[src/rtl/xor_stream_ctrl_if.sv]
// Bundled start/config, memory-read and output-stream signals for xor_stream_ctrl.
// master = front-end/memory/consumer side, slave = the sequencer.
interface xor_stream_ctrl_if #(
  parameter int unsigned ADDR_W = 8
);
  logic              start;
  logic [ADDR_W-1:0] base_addr;
  logic [ADDR_W-1:0] len;
  logic [7:0]        key_in;
  logic              busy;
  logic              done;
  logic [ADDR_W-1:0] mem_addr;
  logic              mem_rd;
  logic [7:0]        mem_data;
  logic [7:0]        out_data;
  logic              out_valid;
  logic              out_ready;

  modport master (
    output start, base_addr, len, key_in, mem_data, out_ready,
    input  busy, done, mem_addr, mem_rd, out_data, out_valid
  );

  modport slave (
    input  start, base_addr, len, key_in, mem_data, out_ready,
    output busy, done, mem_addr, mem_rd, out_data, out_valid
  );
endinterface

[src/rtl/xor_stream_ctrl.sv]
// Byte-XOR stream sequencer: fetches len bytes from a sync memory, XORs with a key, streams out.
// Optional XOR_KEY_ROLL_EN: rotate the key left by one after every accepted byte.
module xor_stream_ctrl #(
  parameter int unsigned ADDR_W      = 8,
  parameter logic [7:0]  KEY_DEFAULT = 8'h0D
) (
  input logic              clk,
  input logic              rst,
  xor_stream_ctrl_if.slave bus
);

  localparam int unsigned KEY_W = 8;

  localparam logic [2:0] S_IDLE = 3'd0;
  localparam logic [2:0] S_READ = 3'd1;
  localparam logic [2:0] S_LOAD = 3'd2;
  localparam logic [2:0] S_SEND = 3'd3;
  localparam logic [2:0] S_DONE = 3'd4;

  logic [2:0]        r_state;
  logic [ADDR_W-1:0] r_addr;
  logic [ADDR_W-1:0] r_rem;
  logic [KEY_W-1:0]  r_key;
  logic [KEY_W-1:0]  r_out_data;
  logic [ADDR_W-1:0] r_mem_addr;
  logic              r_busy;
  logic              r_done;
  logic              r_mem_rd;
  logic              r_out_valid;

  logic [2:0]        w_state_nxt;
  logic [ADDR_W-1:0] w_addr_nxt;
  logic [ADDR_W-1:0] w_rem_nxt;
  logic [KEY_W-1:0]  w_key_nxt;
  logic [KEY_W-1:0]  w_out_data_nxt;
  logic [ADDR_W-1:0] w_mem_addr_nxt;

  // Next-state and next-value logic; outputs are registered from the next state.
  always_comb begin
    w_state_nxt    = r_state;
    w_addr_nxt     = r_addr;
    w_rem_nxt      = r_rem;
    w_key_nxt      = r_key;
    w_out_data_nxt = r_out_data;
    w_mem_addr_nxt = r_mem_addr;
    case (r_state)
      S_IDLE: begin
        if (bus.start) begin
          w_addr_nxt  = bus.base_addr;
          w_rem_nxt   = bus.len;
          w_key_nxt   = (bus.key_in == KEY_W'(0)) ? KEY_DEFAULT : bus.key_in;
          w_state_nxt = (bus.len != ADDR_W'(0)) ? S_READ : S_DONE;
        end
      end
      S_READ: w_state_nxt = S_LOAD;
      S_LOAD: begin
        w_out_data_nxt = bus.mem_data ^ r_key;
        w_addr_nxt     = r_addr + ADDR_W'(1);
        w_rem_nxt      = r_rem - ADDR_W'(1);
        w_state_nxt    = S_SEND;
      end
      S_SEND: begin
        if (bus.out_ready) begin
`ifdef XOR_KEY_ROLL_EN
          w_key_nxt = {r_key[KEY_W-2:0], r_key[KEY_W-1]};
`endif
          w_state_nxt = (r_rem == ADDR_W'(0)) ? S_DONE : S_READ;
        end
      end
      S_DONE:  w_state_nxt = S_IDLE;
      default: w_state_nxt = S_IDLE;
    endcase
    // Address is presented alongside the read strobe, both registered.
    if (w_state_nxt == S_READ) begin
      w_mem_addr_nxt = w_addr_nxt;
    end
  end

  always_ff @(posedge clk) begin
    if (rst) begin
      r_state     <= S_IDLE;
      r_addr      <= '0;
      r_rem       <= '0;
      r_key       <= '0;
      r_out_data  <= '0;
      r_mem_addr  <= '0;
      r_busy      <= 1'b0;
      r_done      <= 1'b0;
      r_mem_rd    <= 1'b0;
      r_out_valid <= 1'b0;
    end else begin
      r_state     <= w_state_nxt;
      r_addr      <= w_addr_nxt;
      r_rem       <= w_rem_nxt;
      r_key       <= w_key_nxt;
      r_out_data  <= w_out_data_nxt;
      r_mem_addr  <= w_mem_addr_nxt;
      r_busy      <= (w_state_nxt != S_IDLE);
      r_done      <= (w_state_nxt == S_DONE);
      r_mem_rd    <= (w_state_nxt == S_READ);
      r_out_valid <= (w_state_nxt == S_SEND);
    end
  end

  assign bus.busy      = r_busy;
  assign bus.done      = r_done;
  assign bus.mem_addr  = r_mem_addr;
  assign bus.mem_rd    = r_mem_rd;
  assign bus.out_data  = r_out_data;
  assign bus.out_valid = r_out_valid;

endmodule

[src/flat_wrapper.sv]
// flat-port wrapper written by rule: the top's interface ports become plain ports
module xor_stream_ctrl_flat 
#(
  parameter int unsigned ADDR_W      = 8,
  parameter logic [7:0]  KEY_DEFAULT = 8'h0D
)
  (clk, rst, bus_start, bus_base_addr, bus_len, bus_key_in, bus_mem_data, bus_out_ready, bus_busy, bus_done, bus_mem_addr, bus_mem_rd, bus_out_data, bus_out_valid);
  xor_stream_ctrl_if #(.ADDR_W(ADDR_W)) bus_i ();
  input logic clk;
  input logic rst;
  input wire logic [$bits(bus_i.start)-1:0] bus_start;
  input wire logic [$bits(bus_i.base_addr)-1:0] bus_base_addr;
  input wire logic [$bits(bus_i.len)-1:0] bus_len;
  input wire logic [$bits(bus_i.key_in)-1:0] bus_key_in;
  input wire logic [$bits(bus_i.mem_data)-1:0] bus_mem_data;
  input wire logic [$bits(bus_i.out_ready)-1:0] bus_out_ready;
  output wire logic [$bits(bus_i.busy)-1:0] bus_busy;
  output wire logic [$bits(bus_i.done)-1:0] bus_done;
  output wire logic [$bits(bus_i.mem_addr)-1:0] bus_mem_addr;
  output wire logic [$bits(bus_i.mem_rd)-1:0] bus_mem_rd;
  output wire logic [$bits(bus_i.out_data)-1:0] bus_out_data;
  output wire logic [$bits(bus_i.out_valid)-1:0] bus_out_valid;
  assign bus_i.start = bus_start;
  assign bus_i.base_addr = bus_base_addr;
  assign bus_i.len = bus_len;
  assign bus_i.key_in = bus_key_in;
  assign bus_i.mem_data = bus_mem_data;
  assign bus_i.out_ready = bus_out_ready;
  assign bus_busy = bus_i.busy;
  assign bus_done = bus_i.done;
  assign bus_mem_addr = bus_i.mem_addr;
  assign bus_mem_rd = bus_i.mem_rd;
  assign bus_out_data = bus_i.out_data;
  assign bus_out_valid = bus_i.out_valid;
  xor_stream_ctrl #(.ADDR_W(ADDR_W), .KEY_DEFAULT(KEY_DEFAULT)) u_core (.clk(clk), .rst(rst), .bus(bus_i));
endmodule
[config.mk]
export PLATFORM = sky130hd
export DESIGN_NAME = xor_stream_ctrl_flat
export DESIGN_NICKNAME = d
export VERILOG_FILES = /design/src/rtl/xor_stream_ctrl_if.sv /design/src/rtl/xor_stream_ctrl.sv /design/src/flat_wrapper.sv
export SDC_FILE = /design/constraint.sdc
export NUM_CORES = 1
export LEC_CHECK = 0
export ABC_CLOCK_PERIOD_IN_PS = 2000
export CORE_UTILIZATION = 48
export DETAILED_ROUTE_END_ITERATION = 12
export GPL_TIMING_DRIVEN = 0
export PLACE_DENSITY = 0.85
export SYNTH_ARGS = -nofsm -noshare
export SYNTH_HDL_FRONTEND = slang
export SYNTH_SLANG_ARGS = --single-unit
[constraint.sdc]
create_clock -name clk -period 2 [get_ports clk]
set_input_delay 0.4 -clock clk [delete_from_list [all_inputs] [get_ports clk]]
set_output_delay 0.4 -clock clk [all_outputs]
set_load 0.05 [all_outputs]
==> metrics.md <==
| Metric | Value |
|---|---|
| H-Tree Depth | `2` |
| Number of port buffers | `54` |
| Avg Cell Area, Syn | `8.74 µm²` |
| CP max stage cell | `clkdlybuf4s50_1` |
| Hold_sp | `u_core.r_key[1]` |
| Slowest cell delay on critical path | `0.47 ns` |
| CP required | `2.20 ns` |
| Ys flop type | `dfxtp_1` |
| Initial antenna violation count | `0` |
| CP Max Fanout | `3` |
| Hold/Removal Path Class | `reg2reg` |
| Nets | `345` |
| P_sw | `827 µW` |
| Fill cells | `339` |
| Mux contribution to synthesized area | `5.27%` |
| Max Clk Rate | `0.515 GHz` |
| Post-route minimum period | `1.94 ns` |
| Sw Share | `33.4%` |
| Internal power | `1.65 mW` |
| Most frequent cells in the layout | `53 x clkdlybuf4s50_1, 46 x dfxtp_1, 31 x nor2_1` |
| Synth Warn # | `0` |
| CP startpoint kind | `input pin` |
| Routed WL per cell | `15.4 µm` |
| Vias in the first global route | `1,960` |
| Compound-Gate Fraction of Synth Area | `16.9%` |
| FFs w/ async S/R, synth | `0%` |
| Syn_nets | `280` |
| Longest Clk Path Bufs | `2` |
| Max rail drop VDD | `0.000589 V` |
| Total Wirelength | `5500 µm` |
| Number of antenna diodes | `0` |
| Area after DPL | `0.00272 mm²` |
| Synth-to-layout area growth | `36.6%` |
| CTS Buf Count | `5` |
| Run status | `finished clean` |
| Post-synth EDFFs | `0` |
| Most common cell after layout, fill and taps aside | `clkdlybuf4s50_1` |
| WHS | `0.476 ns` |
| Die area | `0.00467 mm²` |
| First-pass GRT wire length | `8860 µm` |
| Combinational Power Share | `30.5%` |
| Row count | `23` |
| Netlist cell types | `46` |
| Total grt overflow | `0` |
| Starting Density | `51.4%` |
| Sink Count | `47` |
| Flip-flop and latch area | `942 µm²` |
| CP Capture Type | `flip-flop` |
| FF-to-FF Start | `u_core.r_state[0]` |
| Leak | `1.05 nW` |
| I/O Pins | `56` |
| Synthesized-area fraction occupied by adder cells | `1.18%` |
| RSZ-0062 raised after global routing | `false` |
| DR vias/cell | `5.73` |
| Setup_tns | `0 ns` |
| Die X | `68.4 µm` |
| Cells after Synth | `242` |
| Hold-fix buffers at CTS | `0` |
| Synthesized cell area | `0.00211 mm²` |
| Post-DP HPWL | `3880 µm` |
| Relative slew slack | `63.8%` |
| Setup Skew | `0.00825 ns` |
| DRC | `0` |
| Clock Latency Late Sink | `0.31 ns` |
| Slew @ Worst Pin | `0.544 ns` |
| Root buffer cell | `clkbuf_8` |
| Seq cells post-synth | `47` |
| Final setup vio count | `0` |
| Cell Pwr Density | `857 mW/mm²` |
| Crit-path cells | `clkdlybuf4s50_1 > nor4_1 > nand2_1 > a22oi_2 > buf_4 > and4b_1 > a2bb2oi_1` |
| Final GP Congestion | `0.888` |
| Clock power frac | `25.0%` |
| Clk slew on worst S/H paths | `0.09 ns` |
| DRT Pass-1 Iters | `5` |
| Largest family of logic cells by synthesized area | `simple AND/OR/NAND/NOR gates` |
| Synth Area in XOR/XNOR | `3.31%` |
| Final slew viol count | `0` |
| Sequential Power Share | `44.5%` |
| Tot Pwr | `2.48 mW` |
| Die height | `68.4 µm` |
| Worst path arrival time | `2.15 ns` |
| Core Footprint | `0.00412 mm²` |
| DR vias | `2,051` |
| Max cap viols | `0` |
| Fin crit share | `97.2%` |
| DRT antenna net count | `0` |
| Layout cells sized above 1 | `11.4%` |
| Final hold vios | `0` |
| Final Cell Area | `0.00289 mm²` |
| Multi-input logic area | `0.00110 mm²` |
| Share of the yosys chip area belonging to registers | `44.5%` |
| CTS tree | `done` |
| Simple-Gate Fraction of Synth Area | `24.9%` |
| Global Route Usage Sum | `25.8%` |
| Critical Path Start | `bus_len[1]` |
| WS Path Type | `in2reg` |
| DR iter-0 viols | `157` |
| Largest net degree at the start of global routing | `16` |
[flip-flops by register name, summed over array words and instances (netlist names)]
name and count:
u_core.r_state 3, u_core.r_key 8, u_core.bus.mem_rd 1, u_core.bus.done 1
u_core.r_addr 8, u_core.bus.out_valid 1, u_core.bus.out_data 8, u_core.bus.mem_addr 8
u_core.bus.busy 1, u_core.r_rem 8
[Yosys cell counts, types with 2 or more instances]
library cell	number	share of area, %
ha_1	2	1.2
o21ai_0	6	1.4
a2bb2oi_1	2	0.83
and3_1	2	0.59
buf_2	5	1.2
or3_1	2	0.59
and4b_1	2	0.95
a211oi_1	11	3.9
a31oi_1	4	1.2
nand3_1	4	0.95
nor2_1	32	5.7
nand2_1	24	4.3
xnor2_1	8	3.3
a21oi_1	18	4.3
nor2b_1	8	2.4
a221oi_1	2	0.83
nor4_1	5	1.5
clkbuf_1	8	1.4
dfxtp_1	47	44
nand4_1	2	0.59
inv_1	4	0.71
nor3_1	13	3.1
mux2_2	8	4.3
[metal layers]
| metal | vias up | routed length (µm) | part of all wire [%] | GRT usage (%) |
|---|---|---|---|---|
| li1 | 998 | - | - | - |
| met1 | 962 | 2390 | 44 | 31.2 |
| met2 | 80 | 2640 | 48 | 41.8 |
| met3 | 11 | 362 | 6.6 | 6.17 |
| met4 | 0 | 104 | 1.9 | 14.3 |
| met5 | - | 0 | 0 | 0 |
[power by group through the flow]
stage                     registers [mW]  logic (mW)  clock network (mW)
after floorplan                     1.25       0.329                   0
after global routing                1.11       0.813               0.656
after CTS                           1.10       0.739               0.623
final                               1.10       0.756               0.619
after global placement              1.11       0.687                   0
after detailed placement            1.12       0.702                   0
[worst max-delay path, delay by kind of cell]
kind | cells | cell delay (ns)
AO/OA/AOI/OAI | 2 | 0.37
buffers and inverters | 2 | 0.64
AND/OR/NAND/NOR | 3 | 0.73
[timing repair]
item | 4_1_cts | 5_1_grt
setup buffers | 3 | 3
pin swaps | 1 | 2
resized for setup | 3 | 5
endpoints found under the setup margin | 21 | 19
[worst paths after layout]
path	endpoint	slack, ns	depth (start not counted)
min reg2reg	u_core.r_key[1]	0.48	2
max	u_core.bus.mem_addr[7]	0.06	7
max reg2reg	u_core.bus.mem_addr[5]	0.13	5
min	u_core.r_key[1]	0.48	2
[cell type report]
| cell class | instances | share of cell area (%) |
|---|---|---|
| Buffer | 13 | 2.34 |
| Sequential cell | 47 | 32.6 |
| Clock buffer | 6 | 2.86 |
| Multi-Input combinational cell | 176 | 38.1 |
| Tap cell | 50 | 2.17 |
| Clock inverter | 2 | 0.563 |
| Inverter | 4 | 0.520 |
| Timing Repair Buffer | 60 | 20.8 |
[cell families after synthesis]
family          Yosys count
compound gates           54
xor+xnor                  8
fa+ha+maj                 2
buf+inv                  19
flops                    47
mux                      10
simple gates            102
[through the flow]
stage / cells / util, % / setup WS, ns
floorplan: 242 / - / 0.203
global placement: 346 / 66.0 / -0.559
detailed placement: 346 / 66.0 / -0.591
CTS: 356 / 69.5 / 0.000335
global route: 358 / 70.2 / 0.00891
finish: 358 / 70.2 / 0.0569
Power figures use the tool's default switching activity.
